### src/rtl/sdram_arb_pkg.sv
// Shared SDRAM bus widths and the arbiter state encoding, imported by the
// arbiter, the SDRAM controller and the draw path.
package sdram_arb_pkg;

  localparam int SDRAM_ADDR_W = 26;
  localparam int SDRAM_DATA_W = 16;

  typedef enum logic [1:0] {
    IDLE = 2'd0,
    RD   = 2'd1,
    WR   = 2'd2,
    DONE = 2'd3
  } arb_state_t;

endpackage

### src/rtl/sdram_arb_watchdog.sv
// Transaction watchdog for sdram_bus_arbiter: reloads while the bus is idle,
// counts bus-owned cycles and flags expiry on the TIMEOUT_CYCLES-th one (BUS_TIMEOUT_EN only).
`ifdef BUS_TIMEOUT_EN
module sdram_arb_watchdog #(
  parameter int TIMEOUT_CYCLES = 1023
) (
  input  logic clk,
  input  logic rst_n,
  input  logic load,
  input  logic en,
  output logic expire
);

  localparam int CNT_W = $clog2(TIMEOUT_CYCLES + 1);
  localparam logic [CNT_W-1:0] CNT_LAST = CNT_W'(TIMEOUT_CYCLES - 1);

  logic [CNT_W-1:0] cnt_q, cnt_d;

  always_comb begin
    cnt_d = cnt_q;
    if (load) begin
      cnt_d = '0;
    end else if (en && (cnt_q != CNT_LAST)) begin
      cnt_d = cnt_q + 1'b1;
    end
  end

  always_ff @(posedge clk or negedge rst_n) begin
    if (!rst_n) begin
      cnt_q <= '0;
    end else begin
      cnt_q <= cnt_d;
    end
  end

  assign expire = en && (cnt_q == CNT_LAST);

endmodule
`endif

### src/rtl/sdram_bus_arbiter.sv
// Two-port SDRAM bus arbiter: scan-out reads win, bounded by a read streak so draw
// writes are never starved. Optional watchdog under macro BUS_TIMEOUT_EN.
module sdram_bus_arbiter
  import sdram_arb_pkg::*;
#(
  parameter int MAX_RD_STREAK  = 8,
  parameter int TIMEOUT_CYCLES = 1023
) (
  input  logic                    clk,
  input  logic                    Reset_n,
  input  logic                    rd_req,
  input  logic [SDRAM_ADDR_W-1:0] rd_addr,
  output logic [SDRAM_DATA_W-1:0] rd_data,
  output logic                    rd_ack,
  input  logic                    wr_req,
  input  logic [SDRAM_ADDR_W-1:0] wr_addr,
  input  logic [SDRAM_DATA_W-1:0] wr_data,
  output logic                    wr_ack,
  output logic [SDRAM_ADDR_W-1:0] ext_address,
  output logic                    ext_read,
  output logic                    ext_write,
  output logic [SDRAM_DATA_W-1:0] ext_write_data,
  input  logic [SDRAM_DATA_W-1:0] ext_read_data,
  input  logic                    ext_acknowledge,
  output logic                    busy,
  output logic                    timeout_err
);

  localparam int STREAK_W = $clog2(MAX_RD_STREAK + 1);
  localparam logic [STREAK_W-1:0] STREAK_MAX = STREAK_W'(MAX_RD_STREAK);

  arb_state_t              state_q, state_d;
  logic [STREAK_W-1:0]     streak_q, streak_d;
  logic [SDRAM_ADDR_W-1:0] ext_address_q, ext_address_d;
  logic [SDRAM_DATA_W-1:0] ext_write_data_q, ext_write_data_d;
  logic [SDRAM_DATA_W-1:0] rd_data_q, rd_data_d;
  logic                    ext_read_q, ext_read_d;
  logic                    ext_write_q, ext_write_d;
  logic                    rd_ack_q, rd_ack_d;
  logic                    wr_ack_q, wr_ack_d;
  logic                    busy_q, busy_d;
  logic                    grant_wr;
  logic                    expire;
  logic                    finish;

`ifdef BUS_TIMEOUT_EN
  logic timeout_err_q, timeout_err_d;

  sdram_arb_watchdog #(
    .TIMEOUT_CYCLES(TIMEOUT_CYCLES)
  ) u_watchdog (
    .clk   (clk),
    .rst_n (Reset_n),
    .load  (state_q == IDLE),
    .en    ((state_q == RD) || (state_q == WR)),
    .expire(expire)
  );

  assign timeout_err = timeout_err_q;
`else
  logic unused_timeout_cycles;
  assign unused_timeout_cycles = (TIMEOUT_CYCLES > 0);
  assign expire      = 1'b0;
  assign timeout_err = 1'b0;
`endif

  // A write wins only when reads are absent or the read streak has hit its cap.
  assign grant_wr = wr_req && (!rd_req || (streak_q == STREAK_MAX));
  assign finish   = ext_acknowledge || expire;

  always_comb begin
    state_d          = state_q;
    streak_d         = streak_q;
    ext_address_d    = ext_address_q;
    ext_write_data_d = ext_write_data_q;
    rd_data_d        = rd_data_q;
    ext_read_d       = 1'b0;
    ext_write_d      = 1'b0;
    rd_ack_d         = 1'b0;
    wr_ack_d         = 1'b0;
`ifdef BUS_TIMEOUT_EN
    timeout_err_d    = timeout_err_q || (((state_q == RD) || (state_q == WR)) && expire && !ext_acknowledge);
`endif
    unique case (state_q)
      IDLE: begin
        if (!wr_req) streak_d = '0;
        if (grant_wr) begin
          state_d          = WR;
          ext_address_d    = wr_addr;
          ext_write_data_d = wr_data;
          ext_write_d      = 1'b1;
          streak_d         = '0;
        end else if (rd_req) begin
          state_d       = RD;
          ext_address_d = rd_addr;
          ext_read_d    = 1'b1;
          if (wr_req && (streak_q != STREAK_MAX)) streak_d = streak_q + 1'b1;
        end
      end
      RD: begin
        if (finish) begin
          state_d   = DONE;
          rd_ack_d  = 1'b1;
          rd_data_d = ext_acknowledge ? ext_read_data : '0;
        end else begin
          ext_read_d = 1'b1;
        end
      end
      WR: begin
        if (finish) begin
          state_d  = DONE;
          wr_ack_d = 1'b1;
        end else begin
          ext_write_d = 1'b1;
        end
      end
      DONE: state_d = IDLE;
      default: state_d = IDLE;
    endcase
    busy_d = (state_d != IDLE);
  end

  always_ff @(posedge clk or negedge Reset_n) begin
    if (!Reset_n) begin
      state_q          <= IDLE;
      streak_q         <= '0;
      ext_address_q    <= '0;
      ext_write_data_q <= '0;
      rd_data_q        <= '0;
      ext_read_q       <= 1'b0;
      ext_write_q      <= 1'b0;
      rd_ack_q         <= 1'b0;
      wr_ack_q         <= 1'b0;
      busy_q           <= 1'b0;
`ifdef BUS_TIMEOUT_EN
      timeout_err_q    <= 1'b0;
`endif
    end else begin
      state_q          <= state_d;
      streak_q         <= streak_d;
      ext_address_q    <= ext_address_d;
      ext_write_data_q <= ext_write_data_d;
      rd_data_q        <= rd_data_d;
      ext_read_q       <= ext_read_d;
      ext_write_q      <= ext_write_d;
      rd_ack_q         <= rd_ack_d;
      wr_ack_q         <= wr_ack_d;
      busy_q           <= busy_d;
`ifdef BUS_TIMEOUT_EN
      timeout_err_q    <= timeout_err_d;
`endif
    end
  end

  assign ext_address    = ext_address_q;
  assign ext_write_data = ext_write_data_q;
  assign ext_read       = ext_read_q;
  assign ext_write      = ext_write_q;
  assign rd_data        = rd_data_q;
  assign rd_ack         = rd_ack_q;
  assign wr_ack         = wr_ack_q;
  assign busy           = busy_q;

endmodule
### config.mk
export PLATFORM = sky130hd
export DESIGN_NAME = sdram_bus_arbiter
export DESIGN_NICKNAME = d
export VERILOG_FILES = /design/src/rtl/sdram_arb_pkg.sv /design/src/rtl/sdram_arb_watchdog.sv /design/src/rtl/sdram_bus_arbiter.sv
export SDC_FILE = /design/constraint.sdc
export NUM_CORES = 1
export LEC_CHECK = 0
export ABC_CLOCK_PERIOD_IN_PS = 1950
export CORE_AREA = 4 4 117 119
export CTS_BUF_LIST = sky130_fd_sc_hd__clkbuf_4
export DETAILED_ROUTE_END_ITERATION = 16
export DIE_AREA = 0 0 121 123
export GPL_TIMING_DRIVEN = 0
export PLACE_DENSITY = 0.53
export SYNTH_ARGS = -nofsm -noshare
export SYNTH_HDL_FRONTEND = slang
export SYNTH_SLANG_ARGS = --single-unit
### constraint.sdc
create_clock -name clk -period 1.95 [get_ports clk]
set_input_delay 0.195 -clock clk [delete_from_list [all_inputs] [get_ports clk]]
set_output_delay 0.195 -clock clk [all_outputs]
set_load 0.02 [all_outputs]
==> run summary <==
status: finished, final reports clean
Via density: 4.415
fin nets: 536
register area: 0.001727 mm2
Setup Skew: 13.56 ps
Hold WS: 185.6 ps
Worst-Margin Slew: 516.1 ps
Pwr Density: 1451 mW/mm2
Pwr Total: 7.287 mW
Mapped Nets: 371
clk slew on worst S/H paths: 120 ps
Die Width: 121 um
Synth Area per Inst: 11.26 um2
Hold Crit Class: primary input to async pin
final worst path period share: 93.11%
Initial Utilization: 24.81%
Crit Path Category: flip-flop to flip-flop
DRT antenna net count: 0
Fill cells: 1263
Max Root-Sink Buffers: 2
RePlAce Congestion: 0.7193
First DRT Iteration DRCs: 148
sequential element share of the synthesized area: 55.38%
Residual DRC: 0
most frequent cells in the layout: clkdlybuf4s50_1, dfrtp_1, nand2_1
HPWL after DPL: 7.364 mm
Multi-input gate area: 0.001260 mm2
Critical Path Sink Type: flip-flop
crit start category: flip-flop
Unique masters post-synth: 34
crit path time final: 1816 ps
number of global-route vias before repair: 2911
Root Buffer: clkbuf_4
fraction of layout cells with a size suffix above 1: 16.55%
WL/cell: 16.11 um
critical path, cell by cell: inv_1 > ha_1 > and3b_2 > o211ai_4 > buf_12 > mux2_2
Die ar.: 0.01488 mm2
synthesis-to-finish area growth: 61.12%
cells after synthesis: 277
drt total wl: 9.972 mm
Total Routing Usage GR: 13.44%
vias: 2733
Overflow after GRT: 0
I/O pins: 153
Leak: 2.086 nW
largest net degree at the start of global routing: 52
WP data arrival: 2120 ps
Yosys reg bits: 69
Clock Sinks: 69
Pins Over Slew Limit: 0
1st-pass router iterations: 4
number of buffers created by CTS: 9
Peak VDD IR: 0.4110 mV
crit-path max FO: 9
RSZ-0062 raised after global routing: no
H-tree depth: 3
number of buffers added on ports: 149
# rows: 41
Rel. slew slack: 65.60%
Worst EP required: 2260 ps
die height: 123 um
R2R cell count: 6
Yosys warnings: 0
Max-cap violations: 0
clk_lat worst skew: 410 ps
commonest non-fill, non-tap cell in the layout: clkdlybuf4s50_1
CP max-delay cell: dfrtp_1
Worst path max stage delay: 380 ps
placed inst area: 0.004850 mm2
Final setup viols: 0
mapped cell area: 0.003118 mm2
first-pass GRT wire length: 15.61 mm
initial antenna violation count: 0
fmax: 550.8 MHz
Antenna diodes: 0
total negative setup slack: 0 ps
Final Hold Fails: 0
CTS tree: yes
design area: 0.005024 mm2
Core Region: 0.01257 mm2
==> metrics by stage <==
| stage | util, % | cells | setup slack (ps) |
|---|---|---|---|
| 2_1_floorplan | - | 277 | 184.6 |
| 3_3_place_gp | 38.39 | 598 | -1901 |
| 3_5_place_dp | 38.59 | 599 | -126.6 |
| 4_1_cts | 39.75 | 617 | 10.44 |
| 5_1_grt | 39.97 | 619 | 4.791 |
| 6_report | 39.97 | 619 | 134.5 |
==> kinds of logic after synthesis <==
logic type      count (synthesis)  share of synthesized area, %
flops                          69                         55.38
buf+inv                        30                         4.575
simple gates                   98                         14.93
compound gates                 41                         10.23
fa+ha+maj                       5                         2.006
other cells                     1                        0.1203
mux                            33                         12.76
==> where the power goes <==
part,switching [mW],internal (mW),total (mW)
clock,0.514,0.283,0.797
combinational,2.02,2.02,4.04
sequential,0.348,2.10,2.45
==> registers in the layout (all words and copies together) (netlist names) <==
register / cells
ext_write_data: 16
ext_read: 1
wr_ack: 1
rd_data: 16
busy: 1
rd_ack: 1
ext_write: 1
ext_address: 26
state_q: 2
streak_q: 4
==> cell usage after synthesis <==
cell type	n	area share, %
o211ai_1	26	6.3
ha_1	5	2.0
nor2b_1	2	0.40
dfrtp_1	69	55
buf_12	1	0.64
conb_1	1	0.12
nand3_1	3	0.48
inv_1	9	1.1
and2_1	1	0.20
buf_2	8	1.3
nor3_1	1	0.16
nand2_1	56	6.7
o32a_1	1	0.32
a21oi_1	1	0.16
o21ai_0	4	0.64
o221a_2	1	0.36
a211o_1	1	0.28
mux2_2	26	9.4
nand4b_1	1	0.28
mux2_4	7	3.4
buf_1	1	0.12
nor2_1	4	0.48
and3b_2	1	0.32
a22o_1	2	0.56
o21a_1	1	0.24
o211ai_4	1	0.68
o21ai_1	1	0.16
clkbuf_1	10	1.2
buf_4	1	0.24
nor4_1	1	0.20
nand4_1	27	5.4
and2b_1	1	0.24
a311oi_1	1	0.28
o21ai_2	1	0.28
==> routing by layer <==
metal,part of all wire (%),vias up,GRT usage (%)
li1,-,1318,-
met1,42,1315,17.01
met2,51,87,22.37
met5,0,-,0
met4,1.2,0,4.037
met3,6.3,13,3.888
==> final timing paths <==
check                                       startpoint                             end  slack, ps
setup / recovery               streak_q[0]$_DFFE_PN0P_  ext_write_data[11]$_DFFE_PN0P_        130
hold / removal                                 Reset_n   ext_write_data[8]$_DFFE_PN0P_        190
setup reg to reg               streak_q[0]$_DFFE_PN0P_  ext_write_data[11]$_DFFE_PN0P_        130
hold reg to reg            ext_address[20]$_DFFE_PN0P_     ext_address[20]$_DFFE_PN0P_        510
max in group asynchronous                      Reset_n     ext_address[19]$_DFFE_PN0P_       1210
min in group clk                                wr_req      ext_address[3]$_DFFE_PN0P_        260
==> timing repair <==
| action | 4_1_cts | 5_1_grt |
|---|---|---|
| pin swaps | 1 | 0 |
| setup buffers | 1 | 2 |
| hold buffers | 1 | 0 |
| resized for setup | 3 | 8 |
| endpoints found under the setup margin | 27 | 21 |
| endpoints found under the hold margin | 69 | 0 |
==> worst max-delay path, delay by kind of cell (launching register included) <==
family	cells	cell delay, ps
mux	1	330
flops	1	380
buf+inv	2	260
simple gates	1	270
compound gates	1	260
fa+ha+maj	1	230
==> area by class of cell <==
| type | instances | area share, % |
|---|---|---|
| clock buffers | 11 | 1.644 |
| clock inverters | 5 | 0.5479 |
| inverters | 9 | 0.6725 |
| well taps | 172 | 4.284 |
| plain buffers | 21 | 2.316 |
| flip-flops and latches | 69 | 34.37 |
| repair buffers | 154 | 31.08 |
| multi-input cells | 178 | 25.08 |
Note: power is estimated with default switching activity, not from simulation.
